<file path="src/rtl/mem_bus_pkg.sv">
// rtl/mem_bus_pkg.sv - shared widths, rw encoding and FSM states for the memory bus master
package mem_bus_pkg;

    localparam int ADDR_W = 16;
    localparam int DATA_W = 16;

    localparam logic RW_READ  = 1'b1;
    localparam logic RW_WRITE = 1'b0;

    typedef enum logic [2:0] {
        IDLE,
        SETUP,
        REQ,
        RELEASE,
        DONE
    } state_t;

endpackage

</file>
<file path="src/rtl/mem_bus_timer.sv">
// rtl/mem_bus_timer.sv - clearable saturating wait counter with a timeout strobe
// Ports:
//   clk, reset  clock and asynchronous active-high reset
//   clear       zero the count on the next edge (phase entry or an edge that ends the wait)
//   tick        this cycle is another cycle without the expected wait_ level
//   expired     this tick is the TIMEOUT_CYCLES-th consecutive one; never set when TIMEOUT_CYCLES=0
module mem_bus_timer #(
    parameter int TIMEOUT_CYCLES = 15
) (
    input  logic clk,
    input  logic reset,
    input  logic clear,
    input  logic tick,
    output logic expired
);

    localparam int CW = (TIMEOUT_CYCLES > 0) ? $clog2(TIMEOUT_CYCLES + 1) : 1;
    localparam logic [CW-1:0] LIMIT = CW'(TIMEOUT_CYCLES);

    logic [CW-1:0] count;

    always_ff @(posedge clk or posedge reset) begin
        if (reset) begin
            count <= '0;
        end else if (clear) begin
            count <= '0;
        end else if (count != LIMIT) begin
            count <= count + 1'b1;
        end
    end

    // Fires combinationally so the FSM leaves the phase on the edge that completes
    // the TIMEOUT_CYCLES-th miss rather than one cycle later.
    assign expired = (TIMEOUT_CYCLES != 0) && tick && (count == LIMIT - 1'b1);

endmodule

</file>
<file path="src/rtl/mem_bus_master.sv">
// rtl/mem_bus_master.sv - single-word CPU to memory bus initiator (setup/request/ack/release)
// Ports:
//   clk, reset                      clock and asynchronous active-high reset
//   cpu_start/cpu_rw/cpu_addr/cpu_wdata  command from the CPU, taken only while cpu_ready
//   cpu_ready/cpu_done/cpu_error    idle flag, completion pulse, timeout pulse
//   cpu_rdata                       last successfully read word
//   addrs_bus/request/rw/data_bus_write  registered bus drive toward the memory
//   wait_/data_bus_read             responder ack (active low) and read data
module mem_bus_master
    import mem_bus_pkg::*;
#(
    parameter int TIMEOUT_CYCLES = 15
) (
    input  logic              clk,
    input  logic              reset,
    input  logic              cpu_start,
    input  logic              cpu_rw,
    input  logic [ADDR_W-1:0] cpu_addr,
    input  logic [DATA_W-1:0] cpu_wdata,
    output logic              cpu_ready,
    output logic              cpu_done,
    output logic              cpu_error,
    output logic [DATA_W-1:0] cpu_rdata,
    output logic [ADDR_W-1:0] addrs_bus,
    output logic              request,
    output logic              rw,
    output logic [DATA_W-1:0] data_bus_write,
    input  logic              wait_,
    input  logic [DATA_W-1:0] data_bus_read
);

    state_t state;
    logic   err_flag;
    logic   tick;
    logic   clear;
    logic   expired;

    // A miss is a cycle in REQ still seeing wait_=1, or in RELEASE still seeing wait_=0.
    // Any hit ends the phase, and a timeout ends it too, so both restart the count.
    assign tick  = ((state == REQ) && wait_) || ((state == RELEASE) && !wait_);
    assign clear = !tick || expired;

    mem_bus_timer #(
        .TIMEOUT_CYCLES(TIMEOUT_CYCLES)
    ) u_timer (
        .clk    (clk),
        .reset  (reset),
        .clear  (clear),
        .tick   (tick),
        .expired(expired)
    );

    assign cpu_ready = (state == IDLE);

    always_ff @(posedge clk or posedge reset) begin
        if (reset) begin
            state          <= IDLE;
            request        <= 1'b0;
            rw             <= RW_READ;
            addrs_bus      <= '0;
            data_bus_write <= '0;
            cpu_rdata      <= '0;
            cpu_done       <= 1'b0;
            cpu_error      <= 1'b0;
            err_flag       <= 1'b0;
        end else begin
            cpu_done  <= 1'b0;
            cpu_error <= 1'b0;
            case (state)
                IDLE: begin
                    if (cpu_start) begin
                        addrs_bus      <= cpu_addr;
                        rw             <= cpu_rw;
                        data_bus_write <= cpu_wdata;
                        err_flag       <= 1'b0;
                        state          <= SETUP;
                    end
                end
                SETUP: begin
                    request <= 1'b1;
                    state   <= REQ;
                end
                REQ: begin
                    if (!wait_) begin
                        if (rw == RW_READ) begin
                            cpu_rdata <= data_bus_read;
                        end
                        request <= 1'b0;
                        state   <= RELEASE;
                    end else if (expired) begin
                        err_flag <= 1'b1;
                        request  <= 1'b0;
                        state    <= RELEASE;
                    end
                end
                RELEASE: begin
                    // expired here implies wait_ is still low: the responder never let go.
                    if (wait_ || expired) begin
                        cpu_done  <= 1'b1;
                        cpu_error <= err_flag || expired;
                        rw        <= RW_READ;
                        state     <= DONE;
                    end
                end
                DONE: begin
                    state <= IDLE;
                end
                default: begin
                    state <= IDLE;
                end
            endcase
        end
    end

endmodule
</file>
<file path="config.mk">
export PLATFORM = sky130hd
export DESIGN_NAME = mem_bus_master
export DESIGN_NICKNAME = d
export VERILOG_FILES = /design/src/rtl/mem_bus_pkg.sv /design/src/rtl/mem_bus_timer.sv /design/src/rtl/mem_bus_master.sv
export SDC_FILE = /design/constraint.sdc
export NUM_CORES = 1
export LEC_CHECK = 0
export CORE_MARGIN = 5
export CORE_UTILIZATION = 28
export DETAILED_ROUTE_END_ITERATION = 8
export GPL_TIMING_DRIVEN = 0
export SETUP_SLACK_MARGIN = 0.05
export SYNTH_ARGS = -nofsm -noshare
export SYNTH_HDL_FRONTEND = slang
export SYNTH_SLANG_ARGS = --single-unit
export TNS_END_PERCENT = 20
</file>
<file path="constraint.sdc">
create_clock -name clk -period 3.95 [get_ports clk]
set_input_delay 0.9875 -clock clk [delete_from_list [all_inputs] [get_ports clk]]
set_output_delay 0.9875 -clock clk [all_outputs]
set_load 0.05 [all_outputs]
</file>
==> results.md, run 1 <==
Outcome:
- The run finished with clean final reports.

Placement:
- Prior to clock tree synthesis, the placed netlist has a worst setup slack of 1.191 ns.
- Detailed placement finished with a half-perimeter wire length of 4403 um.
- The routability-driven placement congestion ratio is 0.7878.
- The number of placed instances with taps included is 381.
- After detailed placement, the total cell area comes to 0.003785 sq mm.
- The number of buffers inserted by port buffering is 105.

Route:
- The sum of met2 wire segment lengths after detailed routing is 2857 um.
- Routed signal wires occupy layers up through met4.
- In the final routing, the length of wire on met1 measures 2805 um.
- After detailed routing, the number of remaining DRC violations is 0.
- The initial DRC count is 22.
- Dividing the detail-routed via count by the number of cells gives 4.390.
- The average routed wire per standard cell is 15.33 um.
- The count of vias placed by the detailed router is 1734.
- The met3 layer wire length in the routed design is 330 um.
- The first-pass iteration count of the detailed router is 4.
- The number of routed nets with antenna violations is 0.
- The overall routed net length is 6054 um.

Timing:
- The worst hold margin is 0.5046 ns.
- Setup repair after global routing left no endpoint under its margin.
- Across all setup checks in the final design, the least slack found is 1.003 ns.
- The final period demand of the worst path is 2.947 ns.
- The final-report hold violation count came to 0.
- The clock skew after layout is 0.004368 ns.
- The slew at the pin closest to its max-slew limit is 0.5947 ns.
- In the final timing run, aggregate negative setup slack is 0 ns.
- Setup violations remaining at the end of the flow were counted as 0.
- In this run the tightest slew margin relative to its limit is 60.29%.
- For this run, the top clock speed supported by timing is 339.3 MHz.
- The number of max-slew violations in the final report came to 0.
- The share of the clock period used by the worst path is 74.60%.

Worst hold path:
- The cell depth of the worst min-delay path is 1.
- The type of the tightest min-delay check is reg -> reg.

Logic synthesis:
- After synthesis, the largest family of logic cells by area is multiplexers.
- Multiplexer cells account for 26.53% of the synthesized area.
- The synthesized netlist cell count is 164.
- The fraction of the mapped netlist area in adder cells is 0.9718%.
- Synthesis instantiated 31 different standard cells from the library.
- The synthesized netlist net count is 219.
- After Yosys synthesis, XOR and XNOR cells account for 0.6803% of the synthesized area.
- The portion of the post-synthesis area used by sequential elements is 58.36%.
- In this run the cell area of the synthesized design comes to 0.002575 sq mm.
- For this run, the number of Yosys warnings is 0.
- The synthesized netlist devotes 3.741% of its cell area to compound gates.
- The area share of and/or/nand/nor cells after synthesis is 6.463%.
- Dividing the synthesized area by the synthesized cell count gives 15.70 sq um.
- In this run, synthesis produced a sequential element count of 60.

Finish:
- The post-route netlist has 26.76% of its cells at a drive strength greater than 1.
- After routing the design area is 0.003994 sq mm.
- The post-layout utilization of the core is 43.85%.
- The repair_antennas step left the layout with diodes totalling 0.
- The commonest non-fill, non-tap cell in the layout is sky130_fd_sc_hd__clkdlybuf4s50_1.
- The final layout contains 336 nets.
- The number of non-filler instances in the completed layout is 395.
- The top cell types in the final layout, fill and taps aside, are sky130_fd_sc_hd__clkdlybuf4s50_1 (105), sky130_fd_sc_hd__dfrtp_1 (59), sky130_fd_sc_hd__mux2_4 (38).
- From synthesis to final layout, the design area changed by 55.10%.

Critical path:
- In this design, the largest share of critical-path delay is due to buffers and inverters.
- The worst setup path is of the reg -> out kind.
- The biggest cell delay along the critical path is 0.84 ns.
- The maximum fanout encountered on the critical timing path is 10.
- For this design, the slowest cell found on the critical path is sky130_fd_sc_hd__clkdlybuf4s50_1.
- For the worst setup path, the data required time is 2.96 ns.
- The signal arrival time at the worst endpoint is 1.96 ns.
- The depth of the most critical reg-to-reg path is 3.
- STA classifies the critical path endpoint as an output pin.
- The signal on the critical path passes through buf_2 -> nor3_1 -> clkdlybuf4s50_1.
- The worst setup path is launched from a flop.
- The critical path depth is 3.
- The count of buffer and inverter cells on the critical path is 2.

Global routing:
- Global routing used 11.03% of the available tracks across all layers.
- The via count of the first global-routing pass is 1875.
- Entering global routing, the biggest net connects 35 pins.
- The number of antenna violations at the first check in global routing is 0.
- The total overflow left after global routing is 0.
- The first-pass GRT wire length is 9715 um.

CTS:
- The number of setup buffers added after CTS is 0.
- The post-CTS clock slew at the launch and capture registers of the worst setup and hold paths is 0.06 ns.
- The later-pin clock latency in the skew report is 0.32 ns.
- The longest clock path from root to sink contains 2 buffers.
- The number of clock buffers added by TritonCTS is 9.
- The sink count of the clock tree is 60.
- The TritonCTS clock tree is yes.
- The number of hold buffers added after CTS was 0.
- The root buffer cell is sky130_fd_sc_hd__clkbuf_8.
- The H-tree depth is 3.
- The number of gates resized after CTS was 0.

Power and ir drop:
- The largest voltage drop on the vdd net is 0.3895 mV.
- Dividing total power by cell area gives a power density of 989.8 mW/mm^2.
- Total power for the finished layout comes to 3.953 mW.
- The leakage power of the design is 1.755 nW.

Floorplan:
- The die outline area is 0.01121 sq mm.
- The height of the die is 105.9 um.
- The core region area is 0.009109 sq mm.
- The initial cell density of the core is 28.27%.
- The die is 105.9 um wide.
- The number of core rows is 35.
- The number of ports placed on the die boundary is 106.

Flow run:
- The total of max-cap violations is 0.
[layer usage]
metal  global-route usage (%)  up-vias
met4                    3.053        0
met2                    17.03       55
met5                        0        -
met3                    4.189        6
li1                         -      814
met1                    14.51      859
[worst paths after layout]
kind                            slack, ns                end               from
worst max-delay path                 1.00          cpu_ready           state[0]
worst min-delay path                 0.50  data_bus_write[4]  data_bus_write[4]
worst max register to register       2.17  data_bus_write[2]           state[2]
worst min register to register       0.50  data_bus_write[4]  data_bus_write[4]
max in group asynchronous            2.24                 rw              reset
min in group asynchronous            1.05  data_bus_write[9]              reset
[area by class of cell]
cell class | count | area, sq um
sequential | 60 | 1503
multi-input combinational | 92 | 988.4
inverter | 4 | 15.01
buffer | 8 | 68.82
tap | 111 | 138.9
timing repair buffer | 106 | 1071
clock inverter | 1 | 30.03
fill | 842 | 5115
clock buffer | 13 | 178.9
[worst reg2reg max path, cell delays in order (launching register included)]
cell	delay (ns)
sky130_fd_sc_hd__dfrtp_1	0.47
sky130_fd_sc_hd__nor4b_4	0.61
sky130_fd_sc_hd__buf_6	0.27
sky130_fd_sc_hd__mux2_4	0.32
[Yosys cell counts (all sizes together)]
library cell / n / share of area, %
a211oi: 1 / 0.29
a21oi: 2 / 0.39
a221oi: 1 / 0.34
a31o: 1 / 0.34
a31oi: 4 / 0.97
and2b: 1 / 0.34
and3: 4 / 0.97
buf: 6 / 2.4
clkbuf: 2 / 0.29
dfrtp: 59 / 57
dfstp: 1 / 1.0
ha: 2 / 0.97
inv: 4 / 0.58
mux2: 48 / 27
nand2: 3 / 0.44
nand2b: 2 / 0.49
nand3: 4 / 0.78
nand3b: 1 / 0.44
nor2: 5 / 0.73
nor3: 3 / 0.58
nor3b: 2 / 0.78
nor4b: 1 / 0.92
o21a: 1 / 0.29
o21ai: 2 / 0.39
o311a: 1 / 0.39
o31a: 1 / 0.34
xnor2: 1 / 0.34
xor2: 1 / 0.34
[flip-flops by register name, summed over array words and instances, names as in the netlist]
register	count
addrs_bus	16
cpu_rdata	16
data_bus_write	16
u_timer.count	4
state	3
cpu_done	1
cpu_error	1
err_flag	1
request	1
rw	1
[power by group]
group / internal (mW) / total (mW) / switching [mW]
clock: 0.354 / 0.578 / 0.224
sequential: 0.907 / 1.07 / 0.164
combinational: 0.958 / 2.31 / 1.35
total: 2.22 / 3.95 / 1.73
[kinds of logic (layout without fill, tap and decap cells)]
family	after synthesis	in the layout
AOI/OAI and AO/OA	14	14
xor gates and xnor gates	2	2
adders and majority gates	2	2
buffers and inverters	12	132
DFF	60	60
muxes	48	48
and+or+nand+nor	26	26
No activity file was read; power rests on OpenSTA's default activity.
==> run 2, diff against run 1 <==
==> constraint.sdc (replaced) <==
create_clock -name clk -period 3.1 [get_ports clk]
set_input_delay 0.775 -clock clk [delete_from_list [all_inputs] [get_ports clk]]
set_output_delay 0.775 -clock clk [all_outputs]
set_load 0.05 [all_outputs]
==> results of run 2 <==
The final DEF is identical to that of run 1. Status: complete, no violations.
Among the figures that moved: setup slack after placement 1.191 ns -> 0.5538 ns; setup slack after layout 1.003 ns -> 0.3656 ns; register-to-register setup slack 2.17 ns -> 1.32 ns; total power 3.953 mW -> 5.037 mW; worst IR drop on VDD 0.3895 mV -> 0.4963 mV
